## config.mk

```make
export PLATFORM = sky130hd
export DESIGN_NAME = rr_arb_4_stage
export DESIGN_NICKNAME = d
export VERILOG_FILES = /design/src/rtl/rr_arb_pkg.sv /design/src/rtl/rr_pick_4.sv /design/src/rtl/rr_arb_4_stage.sv
export SDC_FILE = /design/constraint.sdc
export NUM_CORES = 1
export LEC_CHECK = 0
export CAP_MARGIN = 20
export CORE_AREA = 2 2 39 41
export CTS_CLUSTER_SIZE = 28
export DETAILED_ROUTE_END_ITERATION = 12
export DIE_AREA = 0 0 41 43
export DONT_BUFFER_PORTS = 1
export GPL_ROUTABILITY_DRIVEN = 0
export GPL_TIMING_DRIVEN = 0
export PLACE_DENSITY = 0.59
export SYNTH_ARGS = -nofsm -noshare
export SYNTH_HDL_FRONTEND = slang
export SYNTH_SLANG_ARGS = --single-unit
```

## constraint.sdc

```tcl
create_clock -name clk -period 2.2 [get_ports clk]
set_input_delay 0.22 -clock clk [delete_from_list [all_inputs] [get_ports clk]]
set_output_delay 0.22 -clock clk [all_outputs]
set_load 0.005 [all_outputs]
```

## src/rtl/rr_arb_pkg.sv

```systemverilog
// rtl/rr_arb_pkg.sv - shared types and helpers for the 4-channel round-robin stage
// Purpose : channel count, channel index type and pointer-advance helper
//           used by rr_pick_4 and rr_arb_4_stage.
// Ports   : none (package).
package rr_arb_pkg;

  localparam int N_CH = 4;

  typedef logic [1:0] ch_idx_t;

  // Pointer moves to the channel just after the winner; 2-bit wrap gives mod 4.
  function automatic ch_idx_t next_ptr(input ch_idx_t g);
    return g + 2'd1;
  endfunction

endpackage

```

## src/rtl/rr_pick_4.sv

```systemverilog
// rtl/rr_pick_4.sv - combinational round-robin pick among four requests
// Purpose : finds the first asserted request searching ptr, ptr+1, ... mod 4.
// Ports   : in_valid [3:0] request vector
//           ptr            highest-priority channel
//           any            at least one request asserted
//           g              winning channel (equals ptr when any=0)
module rr_pick_4
  import rr_arb_pkg::*;
(
  input  logic [3:0] in_valid,
  input  ch_idx_t    ptr,
  output logic       any,
  output ch_idx_t    g
);

  ch_idx_t idx;
  logic    found;

  always_comb begin
    any   = |in_valid;
    g     = ptr;
    idx   = ptr;
    found = 1'b0;
    for (int k = 0; k < N_CH; k++) begin
      idx = ptr + ch_idx_t'(k);
      if (!found && in_valid[idx]) begin
        g     = idx;
        found = 1'b1;
      end
    end
  end

endmodule

```

## src/rtl/rr_arb_4_stage.sv

```systemverilog
// rtl/rr_arb_4_stage.sv - round-robin 4:1 request stage with registered output
// Purpose : arbitrates four valid/ready requesters round-robin, registers the
//           winning word and its channel index behind a valid/ready output.
// Ports   : clk, rst (async, active-high)
//           in_valid [3:0], in_data [4*W-1:0] (ch k at [k*W +: W]), in_ready [3:0]
//           out_valid, out_ready, out_data [W-1:0], out_sel [1:0]
// Config  : RR_ARB_4_SKID_EN adds a 1-entry skid buffer so in_ready depends only
//           on registered state (no combinational out_ready -> in_ready path).
module rr_arb_4_stage
  import rr_arb_pkg::*;
#(
  parameter int W = 4
) (
  input  logic           clk,
  input  logic           rst,
  input  logic [3:0]     in_valid,
  input  logic [4*W-1:0] in_data,
  output logic [3:0]     in_ready,
  output logic           out_valid,
  input  logic           out_ready,
  output logic [W-1:0]   out_data,
  output logic [1:0]     out_sel
);

  ch_idx_t        ptr;
  ch_idx_t        g;
  logic           any;
  logic           load;
  logic [W-1:0]   g_data;

  rr_pick_4 u_pick (
    .in_valid (in_valid),
    .ptr      (ptr),
    .any      (any),
    .g        (g)
  );

  assign g_data = in_data[int'(g)*W +: W];

`ifdef RR_ARB_4_SKID_EN
  logic           skid_valid;
  logic [W-1:0]   skid_data;
  ch_idx_t        skid_sel;
  logic           out_free;

  // Accept whenever the skid slot is empty; the output register state only
  // decides where the word lands, never whether it is accepted.
  assign out_free = !out_valid || out_ready;
  assign load     = !skid_valid && any;
`else
  assign load     = (!out_valid || out_ready) && any;
`endif

  // Held at zero during reset so no upstream sees a grant that will be dropped.
  assign in_ready = (load && !rst) ? (4'b0001 << g) : 4'b0000;

  always_ff @(posedge clk or posedge rst) begin
    if (rst) begin
      ptr        <= '0;
      out_valid  <= 1'b0;
      out_data   <= '0;
      out_sel    <= '0;
`ifdef RR_ARB_4_SKID_EN
      skid_valid <= 1'b0;
      skid_data  <= '0;
      skid_sel   <= '0;
`endif
    end else begin
`ifdef RR_ARB_4_SKID_EN
      if (skid_valid) begin
        // Skid drains first; out_valid is already 1 while skid is occupied.
        if (out_free) begin
          out_data   <= skid_data;
          out_sel    <= skid_sel;
          skid_valid <= 1'b0;
        end
      end else if (load) begin
        ptr <= next_ptr(g);
        if (out_free) begin
          out_data  <= g_data;
          out_sel   <= g;
          out_valid <= 1'b1;
        end else begin
          skid_data  <= g_data;
          skid_sel   <= g;
          skid_valid <= 1'b1;
        end
      end else if (out_ready) begin
        out_valid <= 1'b0;
      end
`else
      if (load) begin
        ptr       <= next_ptr(g);
        out_data  <= g_data;
        out_sel   <= g;
        out_valid <= 1'b1;
      end else if (out_ready) begin
        out_valid <= 1'b0;
      end
`endif
    end
  end

endmodule

```

==> impl_metrics.toml, run 1 <==
[run_status]
status = "finished, final reports clean"

[pwr]
power_density_nw_per_um2 = 1070
peakVddDrop_v = 0.000424
p_leak_nw = 0.277

[logic_synthesis]
yosysWarnings = 0
synth_area_per_cell_um2 = 9.19
synth_top_cell_area_share_pct = 35.0
synthFlopType = "dfrtp_1"
synth_area_um2 = 643
netlist_top_cells_area = "dfrtp_1 (35%), mux2_1 (7.0%), a221o_1 (6.2%), a211oi_1 (4.7%), nand3_1 (3.9%)"
ys_async_sr_fraction_pct = 100
yosysTopAreaCell = "dfrtp_1"
seq_area_frac_synth_pct = 35.0
syn_nets = 93
postSynthCellCount = 70
synth.distinct_cells = 28
synth_edf_count = 0
ys_ff_latch = 9

[min_path]
hold_path.class = "in2reg"

[floorplan]
dieArea_um2 = 1760
die_h_um = 43
initial_utilization_pct = 46.5
pin_count = 34
die_x_um = 41
core-area_um2 = 1380
rows = 14

[setup_path]
worstPathArrival_ns = 2.24
crit_path_top_delay_cell = "dfrtp_2"
endpoint_kind = "flop"
cp.required_ns = 2.34
cpPeakStageDelay_ns = 0.46
critPathKind = "reg2reg"
path_cells = "and3b_1, or4_1, buf_4, nand2_8, mux2_1, a221o_1"
critPathBufInv = 1
cpLargestDelayFamily = "simple AND/OR/NAND/NOR gates"
worstSetupStartpointType = "flop"
critPathMaxFanout = 10

[sta]
finalCriticalPeriod_ns = 2.10
finalSetupViolCount = 0
fin_crit_sh_pct = 95.6
hold_viol = 0
relSlewSlack_pct = 50.6
clock.fmax_mhz = 475
finClkSkew_ns = 0.00332
tightest_slew_ns = 0.733
final_max_slew_viol_count = 0
rsz0062_at_grt = "no"
fin_setup_tns_ns = 0

[place]
post-place-cells = 86
hpwlAfterDp_um = 1070
io_buffers = 0

[route]
initialDrtViolationCount = 8
drcViolationCount = 0
via_per_inst = 6.05
wl_per_cell_um = 14.8
antenna_left = 0
wl_um = 1350
vias = 551
drtPass1Iterations = 2

[global_routing]
antenna_found_initial = 0
grt_util_all_layers_pct = 19.1
grt_max_degree = 11
grt_pass1_vias = 550
grt-ovfl-total = 0
grt_pass1_wl_um = 2260

[clock_network]
cts.path.max_buffers = 2
post-cts-setup-buffers = 0
clock_latency_ns = 0.25
cts_tree = "done"
root_buffer = "clkbuf_4"
cts_sinks = 9
htree_num_levels = 1
clkTransAtPathRegs_ns = 0.06
cts_made_buffers = 3

[final_layout]
num-nets-final = 99
n_fill_cell = 139
instances_no_fill = 91
final_cell_mix = "dfrtp_1 (8), nand2_1 (5), nor2_1 (5), o21ai_0 (5), nand3_1 (5)"
area_growth_pct = 9.92
drive_gt1_share_pct = 17.3
final_common_cell = "dfrtp_1"
diodes = 0

[job]
max-cap-violations = 0
## timing repair
action	CTS	global route
endpoints found under the hold margin	9	0
hold buffers	1	0
resized for setup	0	2
endpoints found under the setup margin	0	5
## Yosys cell counts (2+ instances only)
cell type,instances
a211oi_1,4
a21oi_1,2
a221o_1,4
buf_4,2
dfrtp_1,9
inv_1,2
mux2_1,4
mux2_2,2
nand2_1,5
nand3_1,5
nor2_1,5
nor2b_1,4
nor4_1,2
o21ai_0,5
o21ai_1,2
## layer usage
| metal | track usage, % | part of all wire (%) | vias to the layer above |
|---|---|---|---|
| met5 | 0 | 0 | - |
| met4 | 14.0 | 2.0 | 0 |
| met3 | 2.09 | 6.9 | 4 |
| met2 | 25.3 | 47 | 22 |
| met1 | 27.1 | 44 | 254 |
| li1 | - | - | 271 |
## worst register-to-register path, stage by stage, from the launching register on
cell     delay, ns
dfrtp_2       0.46
and3b_1       0.21
or4_1         0.40
buf_4         0.18
nand2_8       0.10
mux2_1        0.32
a221o_1       0.32
## cell type report
cell class / instances / area [um^2] / share of cell area [%]
buffer: 4 / 23.8 / 3.36
clock buffer: 4 / 26.3 / 3.72
inverter: 2 / 7.51 / 1.06
multi-input combinational: 55 / 393 / 55.6
sequential: 9 / 226 / 32.0
tap: 16 / 20.0 / 2.83
timing repair buffer: 1 / 10.0 / 1.42
## cells by family after synthesis
logic type | after synthesis | synth area share [%]
AND/OR/NAND/NOR | 27 | 23.9
AO/OA/AOI/OAI | 21 | 24.3
flip-flops | 9 | 35.0
multiplexers | 6 | 10.5
buffers and inverters | 6 | 4.86
XOR/XNOR | 1 | 1.36
## state kept, by name, summed over array words and instances, names as in the netlist
register	cells
out_sel	2
out_data	4
out_valid	1
ptr	2
## metrics by stage
stage / instance area (um^2) / util (%) / hold WS, ns / power, mW / setup slack (ns)
floorplan: 643 / - / 0.0479 / 0.567 / 0.202
global placement: 663 / 47.9 / 0.0892 / 0.621 / 0.0947
detailed placement: 663 / 47.9 / 0.0869 / 0.635 / 0.0756
CTS: 699 / 50.5 / 0.0757 / 0.761 / 0.0643
global route: 707 / 51.1 / 0.0790 / 0.841 / 0.00145
finish: 707 / 51.1 / 0.0818 / 0.757 / 0.0964
## worst paths after layout
path                        startpoint          end  slack [ns]  cells past startpoint
setup / recovery                ptr[1]  out_data[1]         0.1                      6
hold / removal             in_valid[2]    out_valid        0.08                      2
setup reg to reg                ptr[1]  out_data[1]         0.1                      6
hold reg to reg            out_data[0]  out_data[0]        0.54                      1
max in group asynchronous          rst       ptr[1]        1.58                      2
min in group asynchronous          rst   out_sel[1]        0.36                      2
## power breakdown
group	internal (mW)	total, mW	switching, mW
sequential	0.239	0.311	0.0720
clock	0.0696	0.123	0.0533
combinational	0.148	0.323	0.175
total	0.456	0.757	0.301
Note: power is estimated with default switching activity, not from simulation.
==> run 2: changes to the inputs <==
Clock period 2.2 ns to 2 ns, I/O delays scaled along.
==> impl_metrics.toml, run 2 (synthesis gave the netlist of run 1 again) <==
[global_routing]
antenna_found_initial = 0
grt_max_degree = 11
grt_util_all_layers_pct = 19.7
grt_pass1_vias = 565
grt_pass1_wl_um = 2350
grt-ovfl-total = 0

[clock_network]
cts_tree = "done"
cts_sinks = 9
clock_latency_ns = 0.26
cts.path.max_buffers = 2
cts_made_buffers = 3
clkTransAtPathRegs_ns = 0.06
htree_num_levels = 1
root_buffer = "clkbuf_4"

[final_layout]
regArea_um2 = 226
area_growth_pct = 18.7
n_fill_cell = 127
final_cell_mix = "dfrtp_1 (8), buf_4 (6)"
largest_reg_flops = 4
top_regs = "out_data (4), out_sel (2), ptr (2)"
num-nets-final = 103
drive_gt1_share_pct = 29.1
final_common_cell = "dfrtp_1"
diodes = 0
largest_register = "out_data"
multiInputGateArea_um2 = 423

[floorplan]
pin_count = 34
core-area_um2 = 1380
initial_utilization_pct = 46.5
dieArea_um2 = 1760
die_x_um = 41
rows = 14
die_h_um = 43

[route]
wl_per_cell_um = 16.0
antenna_left = 0
via_per_inst = 6.26
wl_um = 1520
initialDrtViolationCount = 14
drtPass1Iterations = 4
drcViolationCount = 0
vias = 595

[sta]
whs_ns = 0.0619
relSlewSlack_pct = 49.7
finalSetupViolCount = 0
hold_viol = 0
final_max_slew_viol_count = 0
fin_crit_sh_pct = 97.3
tightest_slew_ns = 0.746
rsz0062_at_grt = "yes"
finClkSkew_ns = 0.00502
clock.fmax_mhz = 514
finalCriticalPeriod_ns = 1.95

[pwr]
pwr-share-comb_pct = 50.0
p_sw_mw = 0.364
peakVddDrop_v = 0.000553
power_mw = 0.938
internal_power_mw = 0.574
pwr-share-seq_pct = 35.3
p_leak_nw = 0.319
power.share.clock_pct = 14.7
power.switching_fraction_pct = 38.8
power_density_nw_per_um2 = 1230

[setup_path]
endpoint_kind = "flop"
reg2regPathDepth = 5
worstSetupStartpointType = "flop"
worstSetupStartpoint = "ptr[1]"
critPathMaxFanout = 5
critPathKind = "reg2reg"
reg2reg_slack_ns = 0.05
worstPathArrival_ns = 2.09
crit_end = "out_data[2]"
r2r-end = "out_data[2]"
cp.required_ns = 2.14
r2r-start = "ptr[1]"

[job]
max-cap-violations = 0

[place]
io_buffers = 0
hpwlAfterDp_um = 1070

[min_path]
hold_path.class = "in2reg"

[run_status]
status = "finished, final reports clean"
run 2: cell types whose count changed in the layout (fill, tap and decap cells not counted):
cell,change
buf_4,+4
mux2_1,-4
mux2_4,+4
clkbuf_1,-1
nand2_4,+1
or4_1,-1
or4_4,+1
run 2: power by group through the flow:
stage	combinational, mW	clock (mW)	sequential, mW
after floorplan	0.304	0	0.320
after detailed placement	0.355	0	0.344
after global routing	0.522	0.158	0.347
after CTS	0.417	0.141	0.331
after global placement	0.344	0	0.339
final	0.469	0.137	0.331
run 2: worst min path at each step:
stage                      startpoint          end  slack (ns)  depth (start not counted)
final                     in_valid[2]    out_valid        0.06                          2
after CTS                 in_valid[2]    out_valid        0.06                          2
after floorplan                   rst  out_data[0]        0.03                          1
after global placement            rst   out_sel[1]        0.07                          1
after detailed placement          rst   out_sel[1]        0.07                          1
after global routing      in_valid[2]    out_valid        0.06                          2
run 2: area by class of cell:
cell class,instances,area share [%]
Sequential cell,9,29.7
Buffer,3,2.62
Clock buffer,4,3.44
Inverter,2,0.984
Multi-Input combinational cell,56,55.4
Tap cell,16,2.62
Timing Repair Buffer,5,5.25
run 2: metrics by stage:
step	setup slack [ns]	utilization, %	setup TNS (ns)	instances	instance area [um^2]
finish	0.0546	55.2	0	95	763
global route	-0.0132	55.2	-0.0132	95	763
CTS	-0.00283	52.9	-0.00557	93	732
detailed placement	-0.124	47.9	-0.478	86	663
global placement	-0.105	47.9	-0.390	86	663
floorplan	0.00179	-	0	70	643
run 2: critical path, cell delays in order (launching register included):
cell	delay, ns
dfrtp_2	0.42
and3b_1	0.19
or4_4	0.49
nand2_8	0.12
mux2_4	0.30
a221o_1	0.31
run 2: metal layers:
layer	vias to the layer above	share of wire [%]	routed length, um	GRT usage (%)
li1	281	-	-	-
met1	287	43	657	27.8
met2	25	48	736	26.6
met3	2	7.2	110	2.09
met4	0	1.2	19	14.0
met5	-	0	0	0
run 2: what timing repair did:
item	CTS	global route
setup buffers	2	2
hold endpoints to repair	9	0
gates resized for setup	6	6
pin swaps	1	4
endpoints found under the setup margin	6	7
gates cloned	0	1
hold buffers	1	0
==> run 3: changes to the inputs <==
Clock period 2 ns to 1.9 ns, I/O delays scaled along.
==> impl_metrics.toml, run 3 (synthesis gave the netlist of run 1 again) <==
[run_status]
status = "complete, but fails checks"
violations = "negative setup slack"

[setup_path]
reg2regPathDepth = 5
cpPeakStageDelay_ns = 0.49
worstPathArrival_ns = 2.12
path_cells = "and3b_1, or4_4, nand2_8, mux2_4, a221o_1"
cpLargestDelayFamily = "simple AND/OR/NAND/NOR gates"
critPathBufInv = 0
path_depth = 5
cp.required_ns = 2.04
worstSetupStartpointType = "flop"
critPathKind = "reg2reg"
crit_path_top_delay_cell = "or4_4"
critPathMaxFanout = 5
endpoint_kind = "flop"

[global_routing]
grt_pass1_wl_um = 2640
antenna_found_initial = 0
grt_pass1_vias = 597
grt-ovfl-total = 0
grt_util_all_layers_pct = 22.4
grt_max_degree = 11

[final_layout]
final_cell_mix = "buf_4 (11), dfrtp_1 (8)"
largest_register = "out_data"
num-nets-final = 109
area_growth_pct = 29.0
largest_reg_flops = 4
multiInputGateArea_um2 = 432
instances_no_fill = 101
fin_util_pct = 59.9
final_cell_area_um2 = 830
drive_gt1_share_pct = 34.1
regArea_um2 = 226
top_regs = "out_data (4), out_sel (2), ptr (2)"
diodes = 0
n_fill_cell = 130
final_common_cell = "buf_4"

[sta]
clock.fmax_mhz = 506
fin_crit_sh_pct = 104
finalSetupViolCount = 4
fin_ws_ns = -0.0773
hold_viol = 0
fin_setup_tns_ns = -0.189
finClkSkew_ns = 0.00360
whs_ns = 0.0444
finalCriticalPeriod_ns = 1.98
relSlewSlack_pct = 48.7
rsz0062_at_grt = "yes"
tightest_slew_ns = 0.761
final_max_slew_viol_count = 0

[pwr]
power_density_nw_per_um2 = 1340
p_sw_mw = 0.426
peakVddDrop_v = 0.000569
power.switching_fraction_pct = 38.2
pwr-share-seq_pct = 31.7
internal_power_mw = 0.689
pwr-share-comb_pct = 55.1
p_leak_nw = 0.354
power_mw = 1.12
power.share.clock_pct = 13.2

[floorplan]
pin_count = 34
core-area_um2 = 1380
initial_utilization_pct = 46.5
rows = 14
dieArea_um2 = 1760
die_h_um = 43
die_x_um = 41

[place]
io_buffers = 0
post-place-cells = 86
dpl_cell_area_um2 = 667
hpwlAfterDp_um = 1060
pre_cts_ws_ns = -0.190

[clock_network]
clkTransAtPathRegs_ns = 0.06
cts.path.max_buffers = 2
cts_sinks = 9
root_buffer = "clkbuf_4"
cts_made_buffers = 3
clock_latency_ns = 0.26
htree_num_levels = 1
cts_tree = "done"

[route]
vias = 616
wl_per_cell_um = 16.8
via_per_inst = 6.10
drcViolationCount = 0
antenna_left = 0
drtPass1Iterations = 4
wl_um = 1700
initialDrtViolationCount = 14

[min_path]
hold_path.class = "in2reg"
hold_depth = 2

[job]
max-cap-violations = 0
## run 3: cell count changes in the layout (fill, tap and decap cells not counted), sizes merged
| cell | delta |
|---|---|
| buf | +6 |
## run 3: cell type report
class / instances / area share (%)
multi-input cells: 56 / 52.0
flip-flops and latches: 9 / 27.3
repair buffers: 11 / 11.8
clock buffers: 4 / 3.17
plain buffers: 3 / 2.41
well taps: 16 / 2.41
inverters: 2 / 0.905
## run 3: power by group through the flow
stage	logic [mW]	registers, mW	clock network (mW)
2_1_floorplan	0.324	0.336	0
3_3_place_gp	0.370	0.357	0
3_5_place_dp	0.377	0.361	0
4_1_cts	0.500	0.350	0.150
5_1_grt	0.662	0.366	0.162
6_report	0.615	0.353	0.147
## run 3: what timing repair did
item | in CTS | in global routing
pin swaps | 0 | 1
buffers inserted | 6 | 4
gates cloned | 1 | 0
gates resized for setup | 5 | 7
hold buffers | 1 | 0
endpoints found under the setup margin | 8 | 8
endpoints found under the hold margin | 9 | 0
## run 3: worst paths after layout
kind / start / to / slack [ns]
max: ptr[1] / out_data[2] / -0.08
min: in_valid[2] / out_valid / 0.04
max reg2reg: ptr[1] / out_data[2] / -0.08
min reg2reg: out_data[1] / out_data[1] / 0.54
max in group asynchronous: rst / ptr[1] / 1.31
min in group asynchronous: rst / out_data[1] / 0.33
## run 3: routing by layer
layer,vias to the layer above,share of wire (%),track usage (%)
li1,293,-,-
met1,289,43,28.0
met2,28,48,34.7
met3,6,5.8,2.09
met4,0,3.0,14.0
met5,-,0,0
## run 3: worst register-to-register path, delay by kind of cell, from the launching register on
family          cells  cell delay, ns
flops               1            0.43
mux                 1            0.31
compound gates      1            0.33
simple gates        3            0.79
